### config.mk
export PLATFORM = sky130hd
export DESIGN_NAME = zx_vram_arbiter
export DESIGN_NICKNAME = d
export VERILOG_FILES = /design/src/rtl/zx_vram_arbiter.sv
export SDC_FILE = /design/constraint.sdc
export NUM_CORES = 1
export LEC_CHECK = 0
export ABC_AREA = 1
export CAP_MARGIN = 20
export CORE_MARGIN = 3
export CORE_UTILIZATION = 35
export DETAILED_ROUTE_END_ITERATION = 16
export PLACE_DENSITY = 0.68
export REMOVE_ABC_BUFFERS = 1
export SLEW_MARGIN = 20
export SYNTH_ARGS = -nofsm -noshare
export SYNTH_HDL_FRONTEND = slang
export SYNTH_SLANG_ARGS = --single-unit
### constraint.sdc
create_clock -name clk14 -period 2.5 [get_ports clk14]
set_clock_uncertainty 0.1 [all_clocks]
set_input_delay 0.75 -clock clk14 [delete_from_list [all_inputs] [get_ports clk14]]
set_output_delay 0.75 -clock clk14 [all_outputs]
set_load 0.1 [all_outputs]
### src/rtl/zx_vram_arbiter.sv
// Video RAM arbiter: shares one RAM port between ULA bitmap/attribute fetches
// and CPU accesses using a 16-phase line-locked slot schedule of 4-clock subslots.
module zx_vram_arbiter #(
  parameter int ADDR_W = 14
) (
  input  logic              clk14,
  input  logic              rst,
  input  logic              line_start,
  input  logic              screen_active,
  input  logic [ADDR_W-1:0] bmp_addr,
  input  logic [ADDR_W-1:0] attr_addr,
  input  logic              cpu_req,
  input  logic              cpu_we,
  input  logic [ADDR_W-1:0] cpu_addr,
  input  logic [7:0]        cpu_wdata,
  input  logic [7:0]        ram_din,
  output logic [ADDR_W-1:0] ram_a,
  output logic [7:0]        ram_dout,
  output logic              ram_rd,
  output logic              ram_wr,
  output logic [7:0]        bmp_data,
  output logic [7:0]        attr_data,
  output logic              bmp_valid,
  output logic              attr_valid,
  output logic [7:0]        cpu_rdata,
  output logic              cpu_ack,
  output logic              cpu_wait
);

  typedef enum logic [1:0] {IDLE, BMP, ATTR, CPU} state_t;

  state_t     state;
  logic [3:0] ph;
  logic       cpu_we_q;
  logic [1:0] c;
  logic [1:0] k;

  assign c = ph[1:0];
  assign k = ph[3:2];

  assign cpu_wait = cpu_req & ~cpu_ack;

  always_ff @(posedge clk14) begin
    if (rst) begin
      ph         <= '0;
      state      <= IDLE;
      cpu_we_q   <= 1'b0;
      ram_a      <= '0;
      ram_dout   <= '0;
      ram_rd     <= 1'b0;
      ram_wr     <= 1'b0;
      bmp_data   <= '0;
      attr_data  <= '0;
      cpu_rdata  <= '0;
      bmp_valid  <= 1'b0;
      attr_valid <= 1'b0;
      cpu_ack    <= 1'b0;
    end else begin
      bmp_valid  <= 1'b0;
      attr_valid <= 1'b0;
      cpu_ack    <= 1'b0;
      ph         <= line_start ? 4'd0 : ph + 4'd1;

      // line_start realigns the schedule: any access in flight is dropped
      // without a strobe, and a still-held cpu_req is picked up at the next c=0.
      if (line_start) begin
        state  <= IDLE;
        ram_rd <= 1'b0;
        ram_wr <= 1'b0;
      end else begin
        case (c)
          2'd0: begin
            state  <= IDLE;
            ram_rd <= 1'b0;
            ram_wr <= 1'b0;
            if (screen_active && k == 2'd0) begin
              state  <= BMP;
              ram_a  <= bmp_addr;
              ram_rd <= 1'b1;
            end else if (screen_active && k == 2'd1) begin
              state  <= ATTR;
              ram_a  <= attr_addr;
              ram_rd <= 1'b1;
            end else if (cpu_req) begin
              state    <= CPU;
              ram_a    <= cpu_addr;
              ram_dout <= cpu_wdata;
              cpu_we_q <= cpu_we;
              ram_rd   <= ~cpu_we;
              ram_wr   <= cpu_we;
            end
          end
          2'd2: begin
            ram_rd <= 1'b0;
            ram_wr <= 1'b0;
            case (state)
              BMP: begin
                bmp_data  <= ram_din;
                bmp_valid <= 1'b1;
              end
              ATTR: begin
                attr_data  <= ram_din;
                attr_valid <= 1'b1;
              end
              CPU: begin
                if (!cpu_we_q) cpu_rdata <= ram_din;
                cpu_ack <= 1'b1;
              end
              default: ;
            endcase
          end
          2'd3: state <= IDLE;
          default: ;
        endcase
      end
    end
  end

endmodule

# Word level (Yosys, flattened, before mapping)

Index checks and enable logic that the tools add are counted.

Register bits: 58
Input bits: 64
Word-level logic and storage cells: 60

$add $sub $neg: 1
Equality and inequality tests: 6
Mux-type cells: 18
Bitwise operators: 8
Reductions and logical operators: 14

Operators by type and width:

| cell                | number |
|---|---|
| $mux 14             | 3 |
| $mux 1              | 9 |
| $reduce_and 3->1    | 3 |
| $eq 2x2->1 const B  | 4 |
| $not 1->1           | 7 |
| $mux 2              | 3 |
| $reduce_and 5->1    | 1 |
| $add 4x1->4 const B | 1 |
| $eq 2x1->1 const B  | 2 |
| $logic_not 2->1     | 2 |
| $pmux 1 s2          | 2 |
| $pmux 2 s2          | 1 |
| $reduce_and 4->1    | 1 |
| $reduce_bool 2->1   | 2 |
| $reduce_bool 3->1   | 1 |
| $reduce_or 3->1     | 1 |
| $logic_and 1x1->1   | 2 |
| $reduce_or 2->1     | 1 |
| $and 1x1->1         | 1 |

# Longest topological paths before layout

Gate-level depths: netlist of run 1.

Word-level depth: 5
Mapped depth: 9
Depth with buffers taken out: 8

# Worst setup path before layout of run 1

Ideal clock, no wire load.

Path kind: register -> output
Start: register cpu_ack
End: output port cpu_wait
Data arrival time: 2.047 ns
Required time: 1.650 ns
Path slack: -0.397 ns
Stages on the path, launching flop included: 2
Path buffers: 0
Cells stage by stage: dfxtp_1 -> nor2_1

Word-level cells in the longest chain between the ends: 2

RTL lines:

| element                | RTL line | RTL |
|---|---|---|
| start, declared        | 26       | `output logic cpu_ack,` |
| start signal, assigned | 57       | `cpu_ack <= 1'b0;` |
| start signal, assigned | 61       | `cpu_ack <= 1'b0;` |
| start signal, assigned | 107      | `cpu_ack <= 1'b1;` |
| $not 1->1              | 41       | `assign cpu_wait = cpu_req & ~cpu_ack;` |
| $and 1x1->1            | 41       |  |
| end, declared          | 27       | `output logic cpu_wait` |

Every way passes these cells.

# Final worst setup path of run 1

Start: input port cpu_req
End: output port cpu_wait

Word-level cells in the longest chain between the ends: 1

RTL lines:

| element         | RTL line | RTL |
|---|---|---|
| start, declared | 12       | `input logic cpu_req,` |
| $and 1x1->1     | 41       |  |

Every way passes these cells.

==> results of run 1 <==
[where the power goes]
part	leakage [uW]	total, uW	switching, uW	internal (uW)
registers	0.000472	977	20.3	957
logic	0.00141	538	352	186
clock network	0.000134	1150	362	789
[path summary, 6_finish.rpt]
check        startpoint          end  slack (ps)  cells after the start
max             cpu_req     cpu_wait          20                      4
min               ph[0]        ph[0]         370                      1
max reg2reg       ph[1]  bmp_data[4]         870                      5
min reg2reg       ph[0]        ph[0]         370                      1
[registers in the layout, indices dropped and copies added (netlist names)]
name,count
attr_valid,1
ram_dout,8
bmp_valid,1
state,2
cpu_we_q,1
ph,4
attr_data,8
bmp_data,8
ram_rd,1
ram_wr,1
ram_a,14
cpu_ack,1
cpu_rdata,8
[worst max-delay path, stage by stage]
cell,delay [ps]
clkdlybuf4s50_1,500
inv_1,90
nor2_4,110
buf_12,180
[metal layers]
layer / routed length, um / track usage, % / part of all wire, % / up-vias
li1: - / - / - / 1474
met1: 3310 / 21.1 / 44 / 1212
met2: 3720 / 29.1 / 50 / 61
met3: 310 / 3.37 / 4.1 / 10
met4: 136 / 6.62 / 1.8 / 0
met5: 0 / 0 / 0 / -
[placed cells by master (no fill, tap or decap)]
cell type | synthesis | routed
clkinv_2 | 0 | 1
o21ai_0 | 34 | 34
o211ai_1 | 1 | 1
nand3_1 | 32 | 32
nor4_1 | 8 | 8
clkbuf_8 | 0 | 10
a31oi_1 | 1 | 1
nor2_2 | 1 | 1
ha_1 | 3 | 3
clkdlybuf4s50_1 | 0 | 63
nor2_4 | 1 | 2
nand4_4 | 2 | 2
a21oi_1 | 16 | 16
buf_4 | 5 | 56
clkbuf_1 | 3 | 1
xnor2_1 | 1 | 1
buf_12 | 0 | 3
nor3_1 | 1 | 1
nand2_4 | 2 | 2
nand2_2 | 1 | 1
bufinv_16 | 0 | 4
nor2_1 | 93 | 92
inv_1 | 71 | 71
or2_2 | 1 | 1
nor3_4 | 1 | 1
dfxtp_1 | 58 | 58
nand2_1 | 53 | 53
inv_2 | 2 | 2
o22ai_1 | 2 | 2
[cell type report]
cell class | instances | area (sq um) | share of cell area (%)
sequential | 58 | 1160 | 28.0
multi-input combinational | 254 | 1200 | 29.1
timing repair buffer | 122 | 1110 | 26.8
clock inverter | 5 | 125 | 3.02
clock buffer | 11 | 141 | 3.41
inverter | 73 | 274 | 6.62
tap | 99 | 124 | 2.99
[through the flow]
step                      utilization, %  setup TNS [ps]  std cells
after floorplan                        -            -397        385
after global placement              52.2            -109        606
after detailed placement            52.2           -57.8        606
after CTS                           55.8               0        622
after global routing                55.9               0        622
final                               55.9               0        622
[cells in the mapped netlist, drive strengths merged, types with 2 or more instances]
cell type / n / area [sq um]
nor2: 95 / 367
buf: 12 / 85.1
o21ai: 34 / 170
nand2: 56 / 228
ha: 3 / 37.5
a21oi: 16 / 80.1
clkbuf: 3 / 11.3
inv: 73 / 274
nor4: 8 / 50.1
nand4: 2 / 42.5
o22ai: 2 / 12.5
nand3: 32 / 160
nor3: 2 / 21.3
dfxtp: 58 / 1160
[cells by family (layout without fill, tap and decap cells)]
group                    after synthesis  after routing  share of synthesized area, %
AND/OR/NAND/NOR                      196            196                          32.0
buffers and inverters                 88            211                          13.6
flip-flops                            58             58                          42.5
AO/OA/AOI/OAI                         54             54                          10.1
adder cells (fa/ha/maj)                3              3                          1.38
XOR/XNOR                               1              1                         0.321
[what timing repair did]
item                                    CTS  global route
endpoints found under the setup margin    1             1
gates resized for setup                   1             1
hold endpoints to repair                  0             0
==> flow_metrics.py, run 1 <==
metrics = {
    "worst_hold_path": {
        "timing.hold.worst.class": "reg -> reg",
    },
    "cts": {
        "clk_root_buf": "clkbuf_8",
        "post_cts_hold_buffer_count": 0,
        "post-cts-setup-buffer-count": 0,
        "cts_tree": "built",
        "tritoncts.num_buffers": 9,
        "clk_pin_slew_worst_paths_ps": 60,
        "clock_sink_count": 58,
        "cts_max_path_buffers": 2,
        "htreeDepth": 3,
        "worstSkewPairLatency_ps": 320,
    },
    "run": {
        "timing.max_cap.violations": 0,
    },
    "place": {
        "finalWeightedCongestion": 0.781,
        "number_of_i_o_port_buffers": 115,
        "post-dp-hpwl_mm": 5.58,
        "pre_cts_ws_ps": -57.8,
        "placement.cell_area_sq_um": 3870,
    },
    "global_route": {
        "grt_pass1_vias": 2539,
        "grt_start_max_net_pins": 41,
        "grt-ovfl-total": 0,
        "grt_usage_pct": 17.0,
        "grt_antenna_before_repair": 0,
        "grt_pass1_wl_mm": 12.0,
    },
    "synth": {
        "synthCells": 400,
        "yosys_warnings": 0,
        "ys.flop_type": "dfxtp_1",
        "share_of_async_settable_or_async_resettable_flops_after_synthesis_pct": 0,
        "synthesis.area_per_instance_sq_um": 6.82,
        "synth_cell_types": 26,
        "seq_area_frac_synth_pct": 42.5,
        "synth_seq_cells": 58,
        "mappedNetlistArea_sq_um": 2730,
        "synth_enable_flop_cells": 0,
    },
    "layout": {
        "stdcell_area_sq_um": 4140,
        "number_of_nets_at_the_end_of_the_flow": 585,
        "area.growth.synth_to_final_pct": 51.8,
        "nFillCells": 722,
        "insertedDiodeCount": 0,
        "post_route_cells_drive_above_1_share_pct": 16.4,
    },
    "power_and_ir_drop": {
        "static_leakage_uw": 0.00202,
        "ir_worst_vdd_uv": 317,
        "pwr_density_cell_nw_per_um2": 644,
        "power.total_uw": 2670,
    },
    "routing": {
        "avgRoutedWirePerCell_um": 12.0,
        "drt_pre_antenna_iters": 4,
        "detailroute.via_count": 2757,
        "detail_route.iter0.violations": 110,
        "postRouteAntennaNets": 0,
        "drt_wl_total_mm": 7.48,
        "viasPerCell": 4.43,
        "drc": 0,
    },
    "timing": {
        "final-hold-violation-count": 0,
        "finalSetupViolations": 0,
        "max_freq_mhz": 404,
        "finalWorstPathRequiredPeriod_ps": 2480,
        "worst-slew-pin-transition_ps": 427,
        "worst_hold_slack_ps": 368,
        "maxSlewHeadroom_pct": 71.5,
        "timing.final.ws_setup_ps": 21.9,
        "unrepaired_setup_endpoints_after_global_routing": "no",
        "number_of_pins_with_negative_max_slew_slack_in_the_final_report": 0,
        "timing.final.crit_share_pct": 99.1,
    },
    "worst_setup_path": {
        "crit_path_max_fanout": 2,
        "critical_path_class": "in -> out",
        "worst_ep_required_time_ps": 1650,
        "setup.worst_path.end_class": "output port",
        "worst_ep_arrival_time_ps": 1630,
        "critical_path.startpoint_type": "input port",
    },
    "floorplanning": {
        "fp.dieW_um": 94.3,
        "initial_utilization_pct": 36.8,
        "num_rows": 31,
        "dieHeight_um": 94.3,
        "die-area_sq_um": 8890,
        "top_level_ports": 116,
        "fp.coreArea_sq_um": 7410,
    },
    "status": {
        "status": "complete, no violations",
    },
}
No activity file was read; power rests on OpenSTA's default activity.
==> inputs of run 2 (changes only) <==
--- a/config.mk
+++ b/config.mk
@@ -12,6 +12,7 @@
 export DETAILED_ROUTE_END_ITERATION = 16
 export PLACE_DENSITY = 0.68
 export REMOVE_ABC_BUFFERS = 1
+export SKIP_LAST_GASP = 1
 export SLEW_MARGIN = 20
 export SYNTH_ARGS = -nofsm -noshare
 export SYNTH_HDL_FRONTEND = slang
==> results of run 2 <==
The final DEF is identical to that of run 1; final timing and power are the same.
